--- src/rtl/uart_rx.sv ---
// uart_rx - UART receive engine driven by a 16x oversampling tick.
// The frame format is set at runtime: 5-8 data bits, optional even or odd
// parity, and 1 or 2 stop bits.
//
// Ports:
//   clk, rst_n     system clock, asynchronous active-low reset
//   tick           one-clk pulse at 16x baud; every FSM step waits for it
//   rx             serial input, idle high, LSB first
//   data_bit_num   number of data bits minus 5
//   stop_bit_num   0 = 1 stop bit, 1 = 2 stop bits
//   parity_en      a parity bit follows the data bits
//   parity_type    0 = even, 1 = odd
//   rts_n          host ready-to-receive, active low
//   rx_done        level flag; high from frame completion until the next start bit
//   cts_n          registered copy of rts_n
//   parity_error   parity mismatch on the last completed frame
//   rx_data        last character, right-aligned, upper bits zero
module uart_rx (
  input  logic       clk,
  input  logic       rst_n,
  input  logic       tick,
  input  logic       rx,
  input  logic [1:0] data_bit_num,
  input  logic       stop_bit_num,
  input  logic       parity_en,
  input  logic       parity_type,
  input  logic       rts_n,
  output logic       rx_done,
  output logic       cts_n,
  output logic       parity_error,
  output logic [7:0] rx_data
);

  typedef enum logic [2:0] {IDLE, START, DATA, PARITY, STOP} state_t;

  state_t     state_q;
  logic [3:0] s_cnt_q;
  logic [2:0] idx_q;
  logic [7:0] shift_q;
  logic       par_bit_q;
  logic       stop2_q;     // set while counting the second stop bit
  logic       rx_done_q;
  logic       perr_q;
  logic [7:0] rx_data_q;
  logic       cts_q;

  logic [2:0] last_idx;
  logic       par_exp;

  assign last_idx = {1'b0, data_bit_num} + 3'd4;
  // The shift register is cleared at the start of the data phase, so unused
  // upper bits are zero and XOR over all 8 bits gives the parity of N bits.
  assign par_exp  = (^shift_q) ^ parity_type;

  always_ff @(posedge clk or negedge rst_n) begin
    if (!rst_n) begin
      state_q   <= IDLE;
      s_cnt_q   <= '0;
      idx_q     <= '0;
      shift_q   <= '0;
      par_bit_q <= 1'b0;
      stop2_q   <= 1'b0;
      rx_done_q <= 1'b0;
      perr_q    <= 1'b0;
      rx_data_q <= '0;
      cts_q     <= 1'b1;
    end else begin
      cts_q <= rts_n;
      if (tick) begin
        case (state_q)
          IDLE: begin
            if (!rx) begin
              state_q   <= START;
              s_cnt_q   <= '0;
              rx_done_q <= 1'b0;
            end
          end
          START: begin
            if (s_cnt_q == 4'd7) begin
              // Check the line again at mid start bit to reject glitches.
              if (!rx) begin
                state_q <= DATA;
                s_cnt_q <= '0;
                idx_q   <= '0;
                shift_q <= '0;
              end else begin
                state_q <= IDLE;
              end
            end else begin
              s_cnt_q <= s_cnt_q + 4'd1;
            end
          end
          DATA: begin
            if (s_cnt_q == 4'd15) begin
              s_cnt_q        <= '0;
              shift_q[idx_q] <= rx;
              if (idx_q == last_idx) begin
                state_q <= parity_en ? PARITY : STOP;
                stop2_q <= 1'b0;
              end else begin
                idx_q <= idx_q + 3'd1;
              end
            end else begin
              s_cnt_q <= s_cnt_q + 4'd1;
            end
          end
          PARITY: begin
            if (s_cnt_q == 4'd15) begin
              s_cnt_q   <= '0;
              par_bit_q <= rx;
              state_q   <= STOP;
              stop2_q   <= 1'b0;
            end else begin
              s_cnt_q <= s_cnt_q + 4'd1;
            end
          end
          STOP: begin
            if (s_cnt_q == 4'd15) begin
              s_cnt_q <= '0;
              if (stop_bit_num && !stop2_q) begin
                stop2_q <= 1'b1;
              end else begin
                rx_data_q <= shift_q;
                perr_q    <= parity_en & (par_bit_q != par_exp);
                rx_done_q <= 1'b1;
                state_q   <= IDLE;
              end
            end else begin
              s_cnt_q <= s_cnt_q + 4'd1;
            end
          end
          default: state_q <= IDLE;
        endcase
      end
    end
  end

  assign rx_done      = rx_done_q;
  assign cts_n        = cts_q;
  assign parity_error = perr_q;
  assign rx_data      = rx_data_q;

endmodule

--- config.mk ---
export PLATFORM = sky130hd
export DESIGN_NAME = uart_rx
export DESIGN_NICKNAME = d
export VERILOG_FILES = /design/src/rtl/uart_rx.sv
export SDC_FILE = /design/constraint.sdc
export NUM_CORES = 1
export LEC_CHECK = 0
export ABC_CLOCK_PERIOD_IN_PS = 2000
export BUFFER_PORTS_ARGS = -buffer_cell sky130_fd_sc_hd__buf_4
export CORE_MARGIN = 4
export CORE_UTILIZATION = 52
export CTS_CLUSTER_SIZE = 28
export DETAILED_ROUTE_END_ITERATION = 10
export GPL_TIMING_DRIVEN = 0
export MAX_ROUTING_LAYER = met4
export PLACE_DENSITY_LB_ADDON = 0.15
export SLEW_MARGIN = 20
export SYNTH_ARGS = -nofsm -noshare
export SYNTH_HDL_FRONTEND = slang
export SYNTH_SLANG_ARGS = --single-unit
--- constraint.sdc ---
create_clock -name clk -period 2 [get_ports clk]
set_clock_uncertainty 0.1 [all_clocks]
set_input_delay 0.5 -clock clk [delete_from_list [all_inputs] [get_ports clk]]
set_output_delay 0.5 -clock clk [all_outputs]
set_load 0.02 [all_outputs]
==> key figures, run 1 <==
Global routing
  – Remaining Overflow, GRT: 0
  – Tot GR Track Use: 0.204
  – Number of global-route vias before repair: 1,413
  – First-pass GRT wire length: 6620 um
  – Largest net degree at the start of global routing: 32
  – Initial antenna violation count: 0

Worst setup path
  – Worst path bufs/invs: 2
  – Crit path top cell by count: buf_4
  – Worst endpoint required time: 2.13 ns
  – Slowest cell delay on critical path: 0.42 ns
  – Slowest cell on crit path: dfrtp_1
  – CP max FO: 10
  – Critical path's top delay family: simple AND/OR/NAND/NOR gates
  – CP Launch Type: flop
  – Crit path cell chain: buf_4 -> nor2_4 -> nand2_2 -> nor4b_4 -> buf_4 -> mux2_2
  – Crit path DAT: approximately 2.1 ns
  – Crit path kind: reg2reg
  – Critical Path Sink Type: flop

Power
  – PD cells: 1360 nW/um2
  – Sw frac: 0.401
  – Leakage Power: 0.971 nW
  – Clock network power share: 0.177
  – Pint: around 0.0017 W
  – Psw: 0.00117 W
  – Max VDD drop: 0.779 mV
  – Sequential share of power: 0.312
  – Combinational power share: 0.510

Status
  – Status: complete, no violations

Yosys
  – Post-synth cell types: ~40
  – Cells after Synth: between 150 and 200
  – Seq/Total Area, Yosys: 0.446
  – Area contributors post-synth: dfrtp_1, xnor2_1, mux2_2, o21ai_0, a31oi_1
  – Post-synth top area cell: dfrtp_1
  – EDFF count, synth: 0
  – Most common cell in the netlist: dfrtp_1
  – Yosys Warn Count: 0
  – Predominant post-synthesis flop cell: dfrtp_1
  – Mapped Avg Cell Area: 9.85 um2
  – Leading cell types by count after synthesis: dfrtp_1, o21ai_0, xnor2_1
  – Async SR Flop Fraction: 1.00
  – Share of the synthesized area in the top cell type: 0.431
  – Yosys reg bits: 31
  – Mapped Area: 1740 um2
  – Synth Net Count: 189

Die
  – Die area: 4340 um2
  – Die H: 65.9 um
  – # IOs: 21
  – Core area: 3130 um2
  – Initial core utilization: 0.557
  – Num rows: 20
  – Die X: 65.9 um

Timing
  – # setup viols final: 0
  – Max-slew headroom: 0.643
  – Worst slew pin tran: 0.534 ns
  – Fin crit period: between 1.5 and 2 ns
  – Final Hold Fails: 0
  – Hold slack final: 0.165 ns
  – Pins over their slew limit: 0
  – Fmax: 513 MHz
  – Period Utilization, post-route: 0.975

Clock tree
  – CTS root buffer: clkbuf_4
  – Max H-tree Level: 2
  – CTS tree: yes
  – Bufs on Longest Clock Path: 2
  – CTS Buf Count: 5
  – Clock Pin Slew Worst Setup and Hold Paths: about 0.10 ns
  – Clk_lat worst skew: 0.33 ns
  – Sink Count: 31

Final layout
  – Multi-input logic area: 946 um2
  – Layout area overhead: 23.0%
  – Sequential Area: 777 um2
  – Fillers: 251
  – N_diodes: 0
  – Fin nets: 222
  – Layout cells sized above 1: 0.289
  – Finished layout cell area: 2140 um2

Placed design
  – DP Wirelength: about 2700 um
  – IO buf count: 19
  – Placed Area: 1940 um2
  – Final GP Congestion: 0.907

Routing
  – Vias: 1,497
  – Drt total wl: between 3000 and 4000 um
  – Drt wl/cell: 15.6 um
  – 1st-iter DRT viols: 81
  – # DRC: 0
  – Detail Route Antenna Nets: 0
  – Avg Vias per Cell: 5.87
  – First-pass DRT Iterations: 4

Min path
  – Hold WC Path Type: in2reg

Flow run
  – Max Cap Violations: 0
flip-flops by register name, summed over array words and instances, names as in the netlist:
register	count
rx_done	1
rx_data	8
idx_q	3
state_q	3
cts_n	1
stop2_q	1
s_cnt_q	4
parity_error	1
shift_q	8
par_bit_q	1
stage by stage:
| stage | power (W) | setup slack [ns] | utilization | TNS [ns] | cells |
|---|---|---|---|---|---|
| 5_1_grt | 0.00314 | -0.0505 | 0.686 | -0.278 | 255 |
| 4_1_cts | 0.00280 | 0.00419 | 0.666 | 0 | 253 |
| 3_5_place_dp | 0.00222 | -0.110 | 0.620 | -0.780 | 240 |
| 2_1_floorplan | 0.00193 | 0.0708 | - | 0 | 177 |
| 6_report | 0.00291 | 0.0498 | 0.686 | 0 | 255 |
| 3_3_place_gp | 0.00217 | -0.0847 | 0.620 | -0.598 | 240 |
kinds of logic (layout without fill, tap and decap cells):
logic type	after synthesis	in the layout	synth area share
mux	14	14	0.0883
flops	31	31	0.446
simple gates	45	45	0.138
buf+inv	17	51	0.0431
xor+xnor	14	14	0.0782
fa+ha+maj	2	2	0.0144
compound gates	54	54	0.192
power groups by stage:
stage | clock (W) | combinational, W | sequential (W)
after global routing | 0.000562 | 0.00165 | 0.000929
final | 0.000516 | 0.00148 | 0.000909
after CTS | 0.000521 | 0.00138 | 0.000897
after floorplan | 0 | 0.00105 | 0.000878
after detailed placement | 0 | 0.00131 | 0.000908
after global placement | 0 | 0.00127 | 0.000898
cells in the final DEF (no fill, tap or decap), types with 5 or more instances in the layout:
master     n
inv_1      8
mux2_2    10
clkbuf_4   5
o21ai_0   20
a21oi_1    7
dfrtp_1   30
xnor2_1   13
nor2_1     9
buf_4     29
nand3_1    5
nand2_1   10
a31oi_1   10
timing repair:
action,4_1_cts,5_1_grt
gates cloned,0,1
pin swaps,2,4
endpoints found under the hold margin,30,0
endpoints found under the setup margin,8,14
hold buffers,1,0
buffers inserted,4,2
resized for setup,3,14
cell type report:
cell class                 count  area share
buffer                         8      0.0210
clock buffer                   6      0.0239
clock inverter                 2      0.0163
inverter                       8      0.0140
multi-input combinational    129       0.441
sequential                    31       0.362
tap                           44      0.0257
timing repair buffer          27      0.0957
routing by layer:
metal / vias up / routed length (um) / global-route usage
met5: - / 0 / -
met4: 0 / 42 / 0.0440
met3: 6 / 227 / 0.0680
met2: 41 / 1850 / 0.293
met1: 741 / 1860 / 0.281
li1: 709 / - / -
worst paths after layout:
path,start,to,slack [ns],depth (start not counted)
min in group asynchronous,rst_n,s_cnt_q[0],0.52,2
worst max-delay path,state_q[0],rx_data[3],0.05,6
worst min register to register,rx_done,rx_done,0.38,1
worst min-delay path,rts_n,cts_n,0.16,1
worst max register to register,state_q[0],rx_data[3],0.05,6
max in group asynchronous,rst_n,cts_n,0.96,2
Note: power is estimated with default switching activity, not from simulation.
==> run 2, diff against run 1 <==
--- a/config.mk
+++ b/config.mk
@@ -5,10 +5,10 @@
 export SDC_FILE = /design/constraint.sdc
 export NUM_CORES = 1
 export LEC_CHECK = 0
-export ABC_CLOCK_PERIOD_IN_PS = 2000
+export ABC_CLOCK_PERIOD_IN_PS = 1800
 export BUFFER_PORTS_ARGS = -buffer_cell sky130_fd_sc_hd__buf_4
-export CORE_MARGIN = 4
-export CORE_UTILIZATION = 52
+export CORE_ASPECT_RATIO = 0.5
+export CORE_UTILIZATION = 55
 export CTS_CLUSTER_SIZE = 28
 export DETAILED_ROUTE_END_ITERATION = 10
 export GPL_TIMING_DRIVEN = 0
==> constraint.sdc (replaced) <==
create_clock -name clk -period 1.8 [get_ports clk]
set_clock_uncertainty 0.1 [all_clocks]
set_input_delay 0.45 -clock clk [delete_from_list [all_inputs] [get_ports clk]]
set_output_delay 0.45 -clock clk [all_outputs]
set_load 0.02 [all_outputs]
==> run 2 against run 1 <==
Compared with the run above:
- the flow now finishes with violations (hold timing, setup timing)
- first-iteration DRC count rose by 93%
- design area rose by 5.7%
- total power rose by 24%
- critical path type unchanged
==> key figures, run 2 (same netlist as run 1, synthesis figures left out) <==
Status
  – Status: complete, but fails checks
  – Failing checks: hold timing, setup timing

Final layout
  – N_diodes: 0 (unchanged)
  – Final core occ: 0.752 (+0.0665)
  – Fin nets: 229 (+3.2%)
  – Post-Layout Cell Count: 258 (+1.2%)
  – Most common cell after layout, fill and taps aside: buf_4
  – Most frequent cells in the layout: buf_4, dfrtp_1, o21ai_0, xnor2_1
  – Layout area overhead: 30.0%
  – Layout cells sized above 1: 0.362 (+0.0733)

Placed design
  – Final GP Congestion: 0.830 (-8.5%)
  – Pre-CTS WS: -0.161 ns (-0.0512 ns)
  – DP Wirelength: 2530 um (-7.8%)
  – IO buf count: 19 (unchanged)
  – Placed instance count: 236 (-1.7%)

Global routing
  – First-pass GRT wire length: 6500 um (-1.8%)
  – Initial antenna violation count: 0 (unchanged)
  – Largest net degree at the start of global routing: 32 (unchanged)
  – Number of global-route vias before repair: 1,371 (-3.0%)
  – Remaining Overflow, GRT: 0 (unchanged)
  – Tot GR Track Use: 0.266 (+0.0624)

Power
  – Clock network power share: 0.194 (+0.017)
  – PD cells: 1590 nW/um2 (+17%)
  – Pint: 0.00216 W (+24%)
  – Psw: 0.00143 W (+23%)
  – Sequential share of power: 0.282 (-0.030)
  – Leakage Power: 1.03 nW (+5.8%)
  – Sw frac: 0.398 (-0.00303)
  – Combinational power share: 0.524 (+0.014)
  – Max VDD drop: 0.855 mV (+9.7%)

Timing
  – # setup viols final: 8 (+8)
  – Unrepaired setup endpoints after global routing: true
  – Period Utilization, post-route: 1.04 (+0.0690)
  – Fin crit period: 1.88 ns (-0.0709 ns)
  – Hold slack final: -0.0221 ns (-0.187 ns)
  – Final Hold Fails: 30 (+30)
  – Worst slew pin tran: 0.429 ns (-0.104 ns)
  – Max-slew headroom: 0.714 (+0.0710)
  – Fmax: 532 MHz (+3.8%)
  – Post-route setup slack: -0.0793 ns (-0.129 ns)
  – Pins over their slew limit: 0 (unchanged)

Routing
  – Avg Vias per Cell: 5.87 (about the same)
  – Drt wl/cell: 16.1 um (+2.9%)
  – # DRC: 0 (unchanged)
  – First-pass DRT Iterations: 6 (+2)
  – Drt total wl: 4140 um (+4.1%)
  – 1st-iter DRT viols: 156 (+93%)
  – Detail Route Antenna Nets: 0 (unchanged)
  – Vias: 1,515 (+1.2%)

Die
  – Die area: 3410 um2 (-21%)
  – Die H: 41.8 um (-37%)
  – # IOs: 21 (unchanged)
  – Core area: 3010 um2 (-3.7%)
  – Num rows: 14 (-30%)
  – Initial core utilization: 0.578 (+0.0213)
  – Die X: 81.6 um (+24%)

Worst setup path
  – CP Launch Type: flop
  – Worst endpoint required time: 1.88 ns (-0.25 ns)
  – Critical Path Sink Type: flop
  – Crit path kind: reg2reg
  – Crit path DAT: 1.96 ns (-0.12 ns)
  – CP max FO: 9 (-1)

Clock tree
  – Max H-tree Level: 2 (unchanged)
  – CTS tree: yes
  – CTS Buf Count: 5 (unchanged)
  – Clk_lat worst skew: 0.29 ns (-0.04 ns)
  – Sink Count: 31 (unchanged)
  – Hold Buf Count CTS: 0 (-1)
  – Bufs on Longest Clock Path: 2 (unchanged)
  – CTS root buffer: clkbuf_8
  – Clock Pin Slew Worst Setup and Hold Paths: 0.07 ns (-0.03 ns)

Min path
  – Hold WC Path Type: in2async

Flow run
  – Max Cap Violations: 0 (unchanged)
run 2: worst paths after layout:
path | startpoint | endpoint | slack (ns) | cells after the start
max reg2reg | state_q[1] | state_q[0] | -0.08 | 6
max | state_q[1] | state_q[0] | -0.08 | 6
max in group asynchronous | rst_n | cts_n | 1.30 | 1
min | rst_n | s_cnt_q[2] | -0.02 | 1
min in group clk | rts_n | cts_n | 0.16 | 1
min reg2reg | rx_data[5] | rx_data[5] | 0.41 | 1
run 2: what timing repair did:
| item | CTS | global route |
|---|---|---|
| buffers inserted | 10 | 5 |
| resized for setup | 10 | 17 |
| hold endpoints to repair | 0 | 0 |
| pin swaps | 8 | 9 |
| endpoints found under the setup margin | 19 | 24 |
| cloned | 0 | 0 |
run 2: through the flow:
stage	hold WS [ns]	setup TNS, ns	instance area (um2)	total power (W)
after floorplan	0.0544	-0.0521	1770	0.00220
after global placement	0.307	-1.74	1970	0.00248
after detailed placement	0.306	-2.03	1970	0.00251
final	-0.0221	-0.172	2270	0.00359
after global routing	0.0244	-1.21	2270	0.00383
after CTS	0.000887	-0.0288	2180	0.00339
run 2: power groups by stage:
stage / clock [W] / combinational [W] / sequential, W
6_report: 0.000696 / 0.00188 / 0.00101
5_1_grt: 0.000738 / 0.00206 / 0.00103
3_3_place_gp: 0 / 0.00147 / 0.00102
3_5_place_dp: 0 / 0.00149 / 0.00102
4_1_cts: 0.000702 / 0.00169 / 0.00100
2_1_floorplan: 0 / 0.00121 / 0.000987
run 2: cell type report:
class / instances / area, um2
multi-input cells: 129 / 985
flip-flops and latches: 31 / 777
fillers: 196 / 747
repair buffers: 34 / 255
clock buffers: 5 / 68.8
plain buffers: 8 / 56.3
well taps: 40 / 50.0
clock inverters: 3 / 43.8
inverters: 8 / 30.0
run 2: critical path, stage by stage (launching register included):
cell	delay, ns
dfrtp_1	0.40
buf_6	0.15
xnor2_1	0.12
a311o_1	0.42
nor3b_4	0.19
nand2_2	0.09
mux2_4	0.29
run 2: layer usage:
metal,part of all wire,GRT usage
met2,0.46,0.378
met4,0.019,0.0772
met3,0.055,0.0725
met5,0,-
met1,0.46,0.374
